`src/rtl/lights_board.sv`:
```
// lights_board: 8x8 "lights out" game board.
// A rising edge on Toggle presses the cell at Position and flips that cell and
// its four orthogonal neighbours. Moves counts accepted presses (saturating),
// and Won goes high once the board is cleared.
// Optional macro TORUS_EN: neighbours wrap around the board edges (torus).
// When it is undefined, neighbours that fall off the board are dropped.
module lights_board (
    input  logic        clk,
    input  logic        reset,
    input  logic [5:0]  Position,
    input  logic        Toggle,
    input  logic        Load,
    input  logic [63:0] Pattern,
    output logic [63:0] Lights,
    output logic [7:0]  Moves,
    output logic        Won
);

    typedef enum logic [1:0] {IDLE, PLAY, WON} state_t;

    state_t      state_q;
    logic [63:0] lights_q, lights_d;
    logic [7:0]  moves_q, moves_d;
    logic        won_q;
    logic        toggle_q;
    logic        press;
    logic [63:0] mask;

    logic [2:0]  row, col, row_m, row_p, col_m, col_p;

    assign press = Toggle & ~toggle_q;

    // Build the flip mask for the pressed cell and its in-row/in-column neighbours
    always_comb begin
        row   = Position[5:3];
        col   = Position[2:0];
        row_m = row - 3'd1;
        row_p = row + 3'd1;
        col_m = col - 3'd1;
        col_p = col + 3'd1;
        mask  = '0;
        mask[{row, col}] = 1'b1;
`ifdef TORUS_EN
        // 3-bit arithmetic wraps naturally; columns stay within the same row
        mask[{row_m, col}] = 1'b1;
        mask[{row_p, col}] = 1'b1;
        mask[{row, col_m}] = 1'b1;
        mask[{row, col_p}] = 1'b1;
`else
        // Off-board neighbours are dropped so edges never alias to other rows
        if (row != 3'd0) mask[{row_m, col}] = 1'b1;
        if (row != 3'd7) mask[{row_p, col}] = 1'b1;
        if (col != 3'd0) mask[{row, col_m}] = 1'b1;
        if (col != 3'd7) mask[{row, col_p}] = 1'b1;
`endif
    end

    // Post-press board and saturating move count
    always_comb begin
        lights_d = lights_q ^ mask;
        moves_d  = (moves_q == 8'd255) ? moves_q : moves_q + 8'd1;
    end

    // Game FSM: Load beats a press on the same edge; presses only count in PLAY
    always_ff @(posedge clk) begin
        if (reset) begin
            state_q  <= IDLE;
            lights_q <= '0;
            moves_q  <= '0;
            won_q    <= 1'b0;
            toggle_q <= 1'b0;
        end else begin
            toggle_q <= Toggle;
            if (Load) begin
                lights_q <= Pattern;
                moves_q  <= '0;
                if (Pattern == 64'd0) begin
                    state_q <= WON;
                    won_q   <= 1'b1;
                end else begin
                    state_q <= PLAY;
                    won_q   <= 1'b0;
                end
            end else if (press && state_q == PLAY) begin
                lights_q <= lights_d;
                moves_q  <= moves_d;
                if (lights_d == 64'd0) begin
                    state_q <= WON;
                    won_q   <= 1'b1;
                end
            end
        end
    end

    assign Lights = lights_q;
    assign Moves  = moves_q;
    assign Won    = won_q;

endmodule
```
`config.mk`:
```
export PLATFORM = sky130hd
export DESIGN_NAME = lights_board
export DESIGN_NICKNAME = d
export VERILOG_FILES = /design/src/rtl/lights_board.sv
export SDC_FILE = /design/constraint.sdc
export NUM_CORES = 1
export LEC_CHECK = 0
export CAP_MARGIN = 20
export CELL_PAD_IN_SITES_DETAIL_PLACEMENT = 1
export CELL_PAD_IN_SITES_GLOBAL_PLACEMENT = 1
export CORE_ASPECT_RATIO = 1.25
export CORE_MARGIN = 2
export CORE_UTILIZATION = 39
export CTS_CLUSTER_SIZE = 20
export DETAILED_ROUTE_END_ITERATION = 10
export GPL_ROUTABILITY_DRIVEN = 0
export PLACE_DENSITY = 0.86
export SLEW_MARGIN = 0
export SYNTH_ARGS = -nofsm -noshare
export SYNTH_HDL_FRONTEND = slang
export SYNTH_SLANG_ARGS = --single-unit
```
`constraint.sdc`:
```
create_clock -name clk -period 11 [get_ports clk]
set_input_delay 1.65 -clock clk [delete_from_list [all_inputs] [get_ports clk]]
set_output_delay 1.65 -clock clk [all_outputs]
set_load 0.01 [all_outputs]
```
==> results.tsv, run 1 <==
stage	metric	value	unit
power	Flop pwr share	35.8	%
synth	main combinational cell family by area after synthesis	simple AND/OR/NAND/NOR gates	
clock_network	CTS Buffer Depth	2	
sta	Final Cycle Share	56.9	%
run	maxcap violations	0	
sta	highest clock rate	160	MHz
power	switch share	33.8	%
power	worst vdd ir	0.0827	mV
synth	Simple-Gate Fraction of Synth Area	28.1	%
layout	final-stage net count	999	
drt	initial DRC count	609	
worst_setup_path	CP startpoint kind	primary input	
clock_network	CTS tree	done	
drt	DR top layer	met4	
clock_network	Worst-Skew Late Latency	340	ps
global_route	first-pass GRT wire length	38100	µm
sta	Worst slew margin	30.3	%
floorplanning	Horiz. Die Dim	114	µm
sta	crit path time final	6260	ps
synth	post-synthesis async set-or-reset flop share	0	%
sta	final setup vio count	0	
sta	Tightest Pin Transition	1040	ps
synth	post-synth cell types	65	
layout	n_diodes	0	
power	PnR Total Power	0.857	mW
sta	RSZ-0062 raised after global routing	no	
synth	synthesized cell area	5870	µm²
power	Power Density	112	nW/µm²
clock_network	H-tree Lvls	3	
worst_setup_path	critical path's slowest cell	clkdlybuf4s50_1	
placement	Port Buffers	146	
power	Power Internal	0.568	mW
drt	wire per inst	22.4	µm
power	Comb power frac	28.9	%
clock_network	CTS Buf Count	9	
clock_network	post_cts resized	0	
worst_setup_path	Critical Path End Type	register	
synth	post-synthesis sequential area ratio	25.6	%
clock_network	CTS sink cnt	75	
floorplanning	Die ar.	16100	µm²
worst_setup_path	Critical Path AT	6440	ps
worst_setup_path	CP max FO	20	
floorplanning	core area	14800	µm²
synth	Synth Area in Compound Gates	21.6	%
worst_setup_path	slowest stage delay, CP	970	ps
synth	Syn Area/Cell	7.28	µm²
global_route	global route overflow	0	
synth	Post-Synth Adder-Cell Area	1.92	%
synth	Yosys Warn Count	0	
drt	met2 WL	11800	µm
synth	EDFF count, synth	0	
sta	Setup Skew	7.27	ps
floorplanning	Die Y	141	µm
layout	area growth from synthesis to layout	30.6	%
drt	ANT nets after route	0	
drt	first drt pass iteration count	5	
synth	Post-Synth XOR/XNOR Area	16.7	%
floorplanning	Starting Density	39.6	%
global_route	largest net degree at the start of global routing	70	
worst_setup_path	worst path cell trace	clkdlybuf4s50_1 -> inv_1 -> ha_1 -> o21ai_0 -> o21a_1 -> a21oi_1 -> o22ai_1 -> xor2_1 -> nor4_1 -> nand3_1 -> nor4_2 -> o32ai_1	
synth	Seq cells post-synth	75	
worst_setup_path	Crit Path Class	primary input to register	
synth	Synth Instances	807	
placement	DP Wirelength	18500	µm
global_route	initial antenna violation count	0	
sta	Final Hold Fails	0	
clock_network	postcts setup bufs	0	
floorplanning	Cell Rows	50	
run_status	status	complete, no violations	
synth	Top FF cell, synth	dfxtp_1	
layout	layout cells sized above 1	4.56	%
drt	WL final	24700	µm
floorplanning	number of top-level pins	147	
power	Clk pwr share	35.3	%
power	static leakage	2.80	nW
synth	syn nets	890	
drt	routed vias/inst	6.12	
drt	metal3 WL	1610	µm
synth	multiplexer share of the synthesized area	1.73	%
clock_network	Worst-path clk slew	60	ps
power	NetSw	0.289	mW
clock_network	hold_buf cts	0	
global_route	vias in the first global route	6789	
worst_setup_path	Required @ worst endpoint	11180	ps
hold_path	hold crit path type	register to register	
clock_network	Root Buffer	clkbuf_16	
global_route	GRT Overall Usage	30.4	%
drt	DRC	0	
drt	wire length on met1	10000	µm
sta	Fin Setup TNS	0	ps
sta	fin. max-slew vios	0	
drt	vias	6751	
[layer usage]
metal	up-vias	global-route usage, %
met5	-	0
li1	3096	-
met4	0	16.2
met3	72	4.60
met1	3277	38.4
met2	306	49.8
[cells by family (layout without fill, tap and decap cells)]
logic type / count (synthesis) / count (layout)
flip-flops: 75 / 75
AO/OA/AOI/OAI: 193 / 193
XOR/XNOR: 112 / 112
buffers and inverters: 61 / 175
multiplexers: 10 / 10
adder cells (fa/ha/maj): 9 / 9
AND/OR/NAND/NOR: 347 / 347
[per-stage QoR]
step	area (µm²)	hold slack (ps)	setup WS, ps	util [%]	cells
2_1_floorplan	5870	477	6250	-	807
3_3_place_gp	7370	505	4750	49.7	1087
3_5_place_dp	7370	530	4680	49.7	1087
4_1_cts	7670	541	4930	51.7	1103
5_1_grt	7670	584	4520	51.7	1103
6_report	7670	532	4740	51.7	1103
[registers in the layout, indices dropped and copies added, names as in the netlist]
name,cells
Lights,64
Moves,8
state_q,2
toggle_q,1
[layout make-up]
cell class / instances / area (µm²)
Sequential cell: 75 / 1500
Multi-Input combinational cell: 671 / 4120
Fill cell: 1833 / 7160
Inverter: 8 / 30.0
Tap cell: 182 / 228
Clock buffer: 11 / 233
Timing Repair Buffer: 151 / 1490
Clock inverter: 5 / 61.3
[critical path, delay by kind of cell]
| family | cells | cell delay (ps) |
|---|---|---|
| buffers and inverters | 2 | 1450 |
| AOI/OAI and AO/OA | 5 | 1390 |
| and+or+nand+nor | 3 | 1110 |
| adders and majority gates | 1 | 610 |
| xor gates and xnor gates | 1 | 200 |
[cell usage after synthesis (all sizes together), types with 4 or more instances]
cell | number | area (µm²)
nor2 | 132 | 495
xor2 | 87 | 762
nand2 | 78 | 293
a21oi | 77 | 385
dfxtp | 75 | 1500
clkbuf | 34 | 128
nor4 | 30 | 194
o22ai | 29 | 181
xnor2 | 25 | 219
nor3 | 20 | 100
buf | 19 | 97.6
o21ai | 18 | 90.1
nand3 | 15 | 75.1
o32ai | 15 | 139
nand4 | 14 | 87.6
or3 | 14 | 87.6
a31oi | 11 | 118
ha | 9 | 113
mux2i | 9 | 90.1
nand2b | 9 | 56.3
nor2b | 9 | 56.3
inv | 8 | 30.0
and3 | 7 | 48.8
and2 | 5 | 31.3
o211ai | 5 | 37.5
o21a | 5 | 37.5
o21bai | 5 | 37.5
a31o | 4 | 35.0
[path summary, 6_finish.rpt]
path	cells past startpoint	slack, ps	from	end
setup / recovery	12	4740	Position[0]	state_q[0]
hold / removal	2	530	Moves[7]	Moves[7]
setup reg to reg	8	8130	state_q[0]	state_q[0]
hold reg to reg	2	530	Moves[7]	Moves[7]
[power by group through the flow]
stage	sequential [mW]	combinational [mW]	clock [mW]
final	0.307	0.248	0.302
after global routing	0.308	0.265	0.315
after CTS	0.307	0.243	0.304
after detailed placement	0.312	0.239	0
after global placement	0.313	0.236	0
after floorplan	0.312	0.135	0
[placed cells by master (no fill, tap or decap), drive strengths merged, types with 3 or more instances in the layout]
master	instances
nor2b	9
and3	7
o31ai	3
a31oi	11
xor2	87
o32a	3
o32ai	15
clkdlybuf4s50	144
o21bai	5
and2	5
or3b	3
o211ai	5
a31o	4
dfxtp	75
or3	14
nand3	15
o22ai	29
nor4	30
a21oi	77
nand4	14
mux2i	9
nor3b	3
buf	7
ha	9
xnor2	25
nor2	132
clkbuf	11
a21o	3
o21a	5
nand2	78
inv	9
o21ai	18
clkinvlp	3
nand2b	9
nor3	20
Power figures use the tool's default switching activity.
==> run 2, diff against run 1 <==
- CORE_UTILIZATION: 39 -> 36
- PLACE_DENSITY: 0.86 -> 0.8
- clock period: 11 -> 6.6 ns (I/O delays scaled with it)
==> results.tsv, run 2 (synthesis results as in run 1) <==
stage	metric	value	unit	change
worst_setup_path	Critical Path End Type	register		unchanged
hold_path	hold endpoint	Moves[7]		unchanged
worst_setup_path	capture point of the worst reg-to-reg path	state_q[0]		unchanged
global_route	initial antenna violation count	0		unchanged
worst_setup_path	CP startpoint kind	primary input		unchanged
power	worst vdd ir	0.104	mV	was 0.0827 mV
clock_network	Worst-path clk slew	70	ps	was 60 ps
global_route	first-pass GRT wire length	38500	µm	was 38,100 µm
global_route	GRT Overall Usage	28.3	%	was 30.4%
placement	Port Buffers	146		unchanged
drt	vias	6614		was 6,751
sta	Final Cycle Share	76.7	%	
clock_network	hold_buf cts	0		unchanged
worst_setup_path	Critical Path AT	5260	ps	was 6440 ps
hold_path	hold depth	2		unchanged
worst_setup_path	R2R Setup Slk	3770	ps	was 8130 ps
floorplanning	number of top-level pins	147		unchanged
placement	setup slack at placement	1360	ps	was 4680 ps
clock_network	Worst-Skew Late Latency	350	ps	was 340 ps
clock_network	post_cts resized	0		unchanged
run	maxcap violations	0		unchanged
worst_setup_path	worst reg-to-reg path cell count	8		unchanged
drt	initial DRC count	489		was 609
sta	RSZ-0062 raised after global routing	no		unchanged
sta	Worst slew margin	37.7	%	was 30.3%
layout	most frequent cells in the layout	144 x clkdlybuf4s50_1, 132 x nor2_1, 87 x xor2_1, 78 x nand2_1, 77 x a21oi_1		unchanged
layout	n_diodes	0		unchanged
floorplanning	Starting Density	36.5	%	was 39.6%
global_route	largest net degree at the start of global routing	71		was 70
run_status	status	complete, no violations		unchanged
drt	first drt pass iteration count	5		unchanged
clock_network	CTS Buf Count	9		unchanged
sta	Tightest Pin Transition	926	ps	was 1040 ps
clock_network	CTS Buffer Depth	2		unchanged
layout	max reg flops	64		unchanged
clock_network	Root Buffer	clkbuf_16		unchanged
worst_setup_path	Required @ worst endpoint	6790	ps	was 11,180 ps
sta	Hold WS	527	ps	was 532 ps
sta	Fin Setup TNS	0	ps	unchanged
hold_path	Hold Path Origin	Moves[7]		unchanged
power	static leakage	2.83	nW	was 2.80 nW
drt	routed vias/inst	5.80		was 6.12
global_route	vias in the first global route	6734		was 6,789
layout	final-stage net count	1002		was 999
sta	highest clock rate	197	MHz	
sta	final setup vio count	0		unchanged
sta	fin. max-slew vios	0		unchanged
sta	fin worst setup slack	1540	ps	was 4740 ps
worst_setup_path	CP max FO	20		unchanged
worst_setup_path	R2R Path Start	state_q[0]		unchanged
clock_network	H-tree Lvls	3		unchanged
hold_path	hold crit path type	register to register		unchanged
global_route	global route overflow	0		unchanged
clock_network	CTS sink cnt	75		unchanged
floorplanning	Cell Rows	52		was 50
clock_network	CTS tree	done		unchanged
floorplanning	core area	16100	µm²	was 14,800 µm²
clock_network	postcts setup bufs	0		unchanged
drt	WL final	24600	µm	was 24,700 µm
worst_setup_path	Crit Path Class	primary input to register		unchanged
drt	ANT nets after route	0		unchanged
drt	DRC	0		unchanged
sta	Setup Skew	9.16	ps	was 7.27 ps
layout	layout cells sized above 1	5.09	%	was 4.56%
sta	Final Hold Fails	0		unchanged
layout	area growth from synthesis to layout	31.9	%	was 30.6%
layout	fill cell total of the finished layout	2032		was 1,833
placement	DP Wirelength	18800	µm	was 18,500 µm
sta	crit path time final	5060	ps	
power	Power Density	186	nW/µm²	was 112 nW/µm²
drt	wire per inst	21.6	µm	was 22.4 µm
floorplanning	Horiz. Die Dim	118	µm	was 114 µm
layout	commonest non-fill, non-tap cell in the layout	clkdlybuf4s50_1		unchanged
floorplanning	Die Y	147	µm	was 141 µm
floorplanning	Die ar.	17400	µm²	was 16,100 µm²
[run 2: changes by cell type in the layout (fill, tap and decap cells not counted)]
cell | previous run | this run
clkinvlp_4 | 3 | 2
inv_6 | 1 | 3
inv_8 | 0 | 1
buf_4 | 6 | 9
clkbuf_1 | 2 | 0
[run 2: critical path: stages]
cell and delay (ps):
clkdlybuf4s50_1 400, buf_4 210, inv_1 410, ha_1 360, or3b_4 410, and3_4 180
o41ai_1 740, mux2i_1 320, nand4b_1 120, nor4_1 570, nand4_1 180, nor4_2 230
o32ai_1 130
[run 2: how the worst max path moves through the flow]
stage	start	endpoint	slack (ps)	depth (start not counted)
final	Position[0]	state_q[0]	1540	13
after global routing	Position[0]	state_q[0]	1370	13
after CTS	Position[0]	state_q[0]	1690	13
after detailed placement	Position[0]	state_q[0]	1360	13
after global placement	Position[0]	state_q[0]	1390	13
after floorplan	Position[3]	state_q[0]	2510	16
[run 2: through the flow]
step           power (mW)  utilization, %  cells  cell area, µm²
2_1_floorplan       0.745               -    807            5870
3_3_place_gp        0.919            46.3   1124            7440
3_5_place_dp        0.923            46.3   1124            7440
4_1_cts              1.44            48.2   1140            7740
5_1_grt              1.50            48.2   1140            7740
6_report             1.44            48.2   1140            7740
[run 2: area by class of cell]
| cell class | count | area (µm²) | area share, % |
|---|---|---|---|
| multi-input cells | 671 | 4120 | 53.2 |
| repair buffers | 154 | 1510 | 19.5 |
| flip-flops and latches | 75 | 1500 | 19.4 |
| well taps | 216 | 270 | 3.49 |
| clock buffers | 9 | 225 | 2.91 |
| clock inverters | 7 | 82.6 | 1.07 |
| inverters | 8 | 30.0 | 0.388 |
[run 2: layer usage]
metal	GRT usage (%)	wire (µm)
met5	0	0
met2	47.5	11900
met4	13.9	1190
met1	35.7	10100
met3	3.57	1400
[run 2: power by group]
group          internal [mW]  switching (mW)
logic                  0.177           0.236
registers              0.476          0.0343
clock network          0.300           0.218
==> run 3, diff against run 2 <==
- CORE_UTILIZATION: 36 -> 32
- PLACE_DENSITY: 0.8 -> 0.75
- clock period: 6.6 -> 4.1 ns (I/O delays scaled with it)
==> results.tsv, run 3 (synthesis results as in run 1) <==
stage	metric	value	unit	change
floorplanning	Die Y	155	µm	was 147 µm
clock_network	Worst-Skew Late Latency	350	ps	about the same
power	static leakage	3.06	nW	was 2.83 nW
clock_network	Root Buffer	clkbuf_16		unchanged
worst_setup_path	slowest stage delay, CP	540	ps	was 740 ps
power	Power Internal	1.58	mW	was 0.953 mW
layout	final-stage net count	1044		was 1,002
drt	initial DRC count	483		was 489
worst_setup_path	R2R Setup Slk	1460	ps	was 3770 ps
power	switch share	34.1	%	was 33.9%
clock_network	CTS sink cnt	75		unchanged
drt	vias	6874		was 6,614
layout	area growth from synthesis to layout	38.5	%	was 31.9%
sta	Final Cycle Share	96.3	%	
floorplanning	Starting Density	32.6	%	was 36.5%
drt	routed vias/inst	5.76		was 5.80
floorplanning	Horiz. Die Dim	125	µm	was 118 µm
worst_setup_path	CP max FO	7		was 20
power	PnR Total Power	2.40	mW	was 1.44 mW
layout	max reg flops	64		unchanged
floorplanning	number of top-level pins	147		unchanged
sta	Setup Skew	12.8	ps	was 9.16 ps
worst_setup_path	Critical Path End Type	register		unchanged
hold_path	hold endpoint	Moves[7]		unchanged
power	Power Density	295	nW/µm²	was 186 nW/µm²
global_route	largest net degree at the start of global routing	74		was 71
worst_setup_path	CP startpoint kind	primary input		unchanged
placement	Inst Count DP	1178		was 1,124
sta	Final Hold Fails	0		unchanged
layout	non-filler cells, final	1194		was 1,140
hold_path	hold depth	2		unchanged
power	worst vdd ir	0.197	mV	was 0.104 mV
layout	n_diodes	0		unchanged
hold_path	hold crit path type	register to register		unchanged
clock_network	postcts setup bufs	0		unchanged
clock_network	H-tree Lvls	3		unchanged
drt	wire per inst	21.8	µm	was 21.6 µm
floorplanning	Die ar.	19500	µm²	was 17,400 µm²
sta	Worst slew margin	49.8	%	was 37.7%
worst_setup_path	worst reg-to-reg path cell count	8		unchanged
global_route	first-pass GRT wire length	39400	µm	was 38,500 µm
sta	final setup vio count	0		unchanged
placement	Port Buffers	146		unchanged
layout	sequential cell area	1500	µm²	unchanged
power	NetSw	0.820	mW	was 0.489 mW
worst_setup_path	Required @ worst endpoint	4300	ps	was 6790 ps
drt	DRC	0		unchanged
drt	ANT nets after route	0		unchanged
power	Flop pwr share	34.3	%	was 35.4%
clock_network	CTS tree	done		unchanged
clock_network	CTS Buf Count	9		unchanged
run_status	status	complete, no violations		unchanged
clock_network	CTS Buffer Depth	2		unchanged
worst_setup_path	Critical Path AT	4140	ps	was 5260 ps
worst_setup_path	critical path's slowest cell	clkdlybuf4s50_1		was o41ai_1
global_route	vias in the first global route	7032		was 6,734
worst_setup_path	R2R Path Start	state_q[0]		unchanged
layout	multi-input logic area	4170	µm²	was 4120 µm²
run	maxcap violations	0		unchanged
sta	highest clock rate	253	MHz	
layout	commonest non-fill, non-tap cell in the layout	clkdlybuf4s50_1		unchanged
global_route	initial antenna violation count	0		unchanged
layout	most frequent cells in the layout	144 x clkdlybuf4s50_1, 132 x nor2_1, 87 x xor2_1, 78 x nand2_1, 76 x a21oi_1		was 144 x clkdlybuf4s50_1, 132 x nor2_1, 87 x xor2_1, 78 x nand2_1, 77 x a21oi_1
hold_path	Hold Path Origin	Moves[7]		unchanged
sta	fin. max-slew vios	0		unchanged
layout	layout cells sized above 1	9.83	%	was 5.09%
drt	first drt pass iteration count	5		unchanged
worst_setup_path	capture point of the worst reg-to-reg path	state_q[0]		unchanged
sta	RSZ-0062 raised after global routing	no		unchanged
sta	Tightest Pin Transition	746	ps	was 926 ps
global_route	GRT Overall Usage	25.7	%	was 28.3%
worst_setup_path	worst path cell trace	clkdlybuf4s50_1 -> inv_1 -> ha_1 -> buf_4 -> nand3b_1 -> a31oi_2 -> o22ai_1 -> xor2_1 -> nor4_1 -> nand4_1 -> nor4_2 -> o32ai_1		was clkdlybuf4s50_1 -> buf_4 -> inv_1 -> ha_1 -> or3b_4 -> and3_4 -> o41ai_1 -> mux2i_1 -> nand4b_1 -> nor4_1 -> nand4_1 -> nor4_2 -> o32ai_1
sta	crit path time final	3950	ps	
power	Clk pwr share	35.0	%	was 35.9%
clock_network	Worst-path clk slew	70	ps	about the same
layout	fill cell total of the finished layout	2226		was 2,032
placement	DP Wirelength	19900	µm	was 18,800 µm
power	Comb power frac	30.8	%	was 28.7%
worst_setup_path	Crit Path Class	primary input to register		unchanged
drt	WL final	26000	µm	was 24,600 µm
floorplanning	core area	18000	µm²	was 16,100 µm²
global_route	global route overflow	0		unchanged
floorplanning	Cell Rows	55		was 52
-- run 3: what timing repair did --
item | in CTS | in global routing
hold buffers | 0 | 0
setup endpoints to repair | 0 | 2
endpoints found under the hold margin | 0 | 0
resized for setup | 0 | 9
-- run 3: worst max path at each step --
stage           startpoint    endpoint  slack (ps)  cells after the start
2_1_floorplan  Position[3]  state_q[0]         390                     16
3_3_place_gp   Position[1]  state_q[0]        -220                     12
3_5_place_dp   Position[0]  state_q[0]        -280                     12
4_1_cts        Position[0]  state_q[0]         100                     12
5_1_grt        Position[1]  state_q[0]          10                     12
6_report       Position[1]  state_q[0]         150                     12
-- run 3: layout make-up --
type / count / share of cell area [%]
clock inverter: 7 / 1.02
timing repair buffer: 196 / 22.6
inverter: 8 / 0.369
clock buffer: 9 / 2.77
sequential: 75 / 18.5
multi-input combinational: 671 / 51.2
tap: 228 / 3.51
-- run 3: per-stage QoR --
stage          hold WS [ps]  setup TNS [ps]  setup WS, ps  area [µm²]  util, %
2_1_floorplan           477               0           386        5870        -
3_3_place_gp            496            -386          -219        7780     43.2
3_5_place_dp            513            -522          -285        7780     43.2
4_1_cts                 527               0          98.2        8090     44.9
5_1_grt                 574               0          9.87        8130     45.1
6_report                523               0           154        8130     45.1
-- run 3: power by group through the flow --
stage / clock, mW / combinational [mW] / sequential, mW
detailed placement: 0 / 0.710 / 0.838
finish: 0.839 / 0.738 / 0.823
floorplan: 0 / 0.362 / 0.837
CTS: 0.852 / 0.719 / 0.822
global placement: 0 / 0.703 / 0.838
global route: 0.879 / 0.787 / 0.827
-- run 3: critical path: cells and delay by family --
kind	cells	cell delay [ps]
buffers and inverters	3	780
and+or+nand+nor	4	1210
adders and majority gates	1	410
AOI/OAI and AO/OA	3	920
xor gates and xnor gates	1	210
-- run 3: per-layer routing --
| metal | global-route usage [%] | vias up | routed length (µm) |
|---|---|---|---|
| met4 | 13.2 | 0 | 1270 |
| met5 | 0 | - | 0 |
| met3 | 2.54 | 66 | 1540 |
| met1 | 31.9 | 3331 | 10500 |
| li1 | - | 3174 | - |
| met2 | 44.2 | 303 | 12600 |
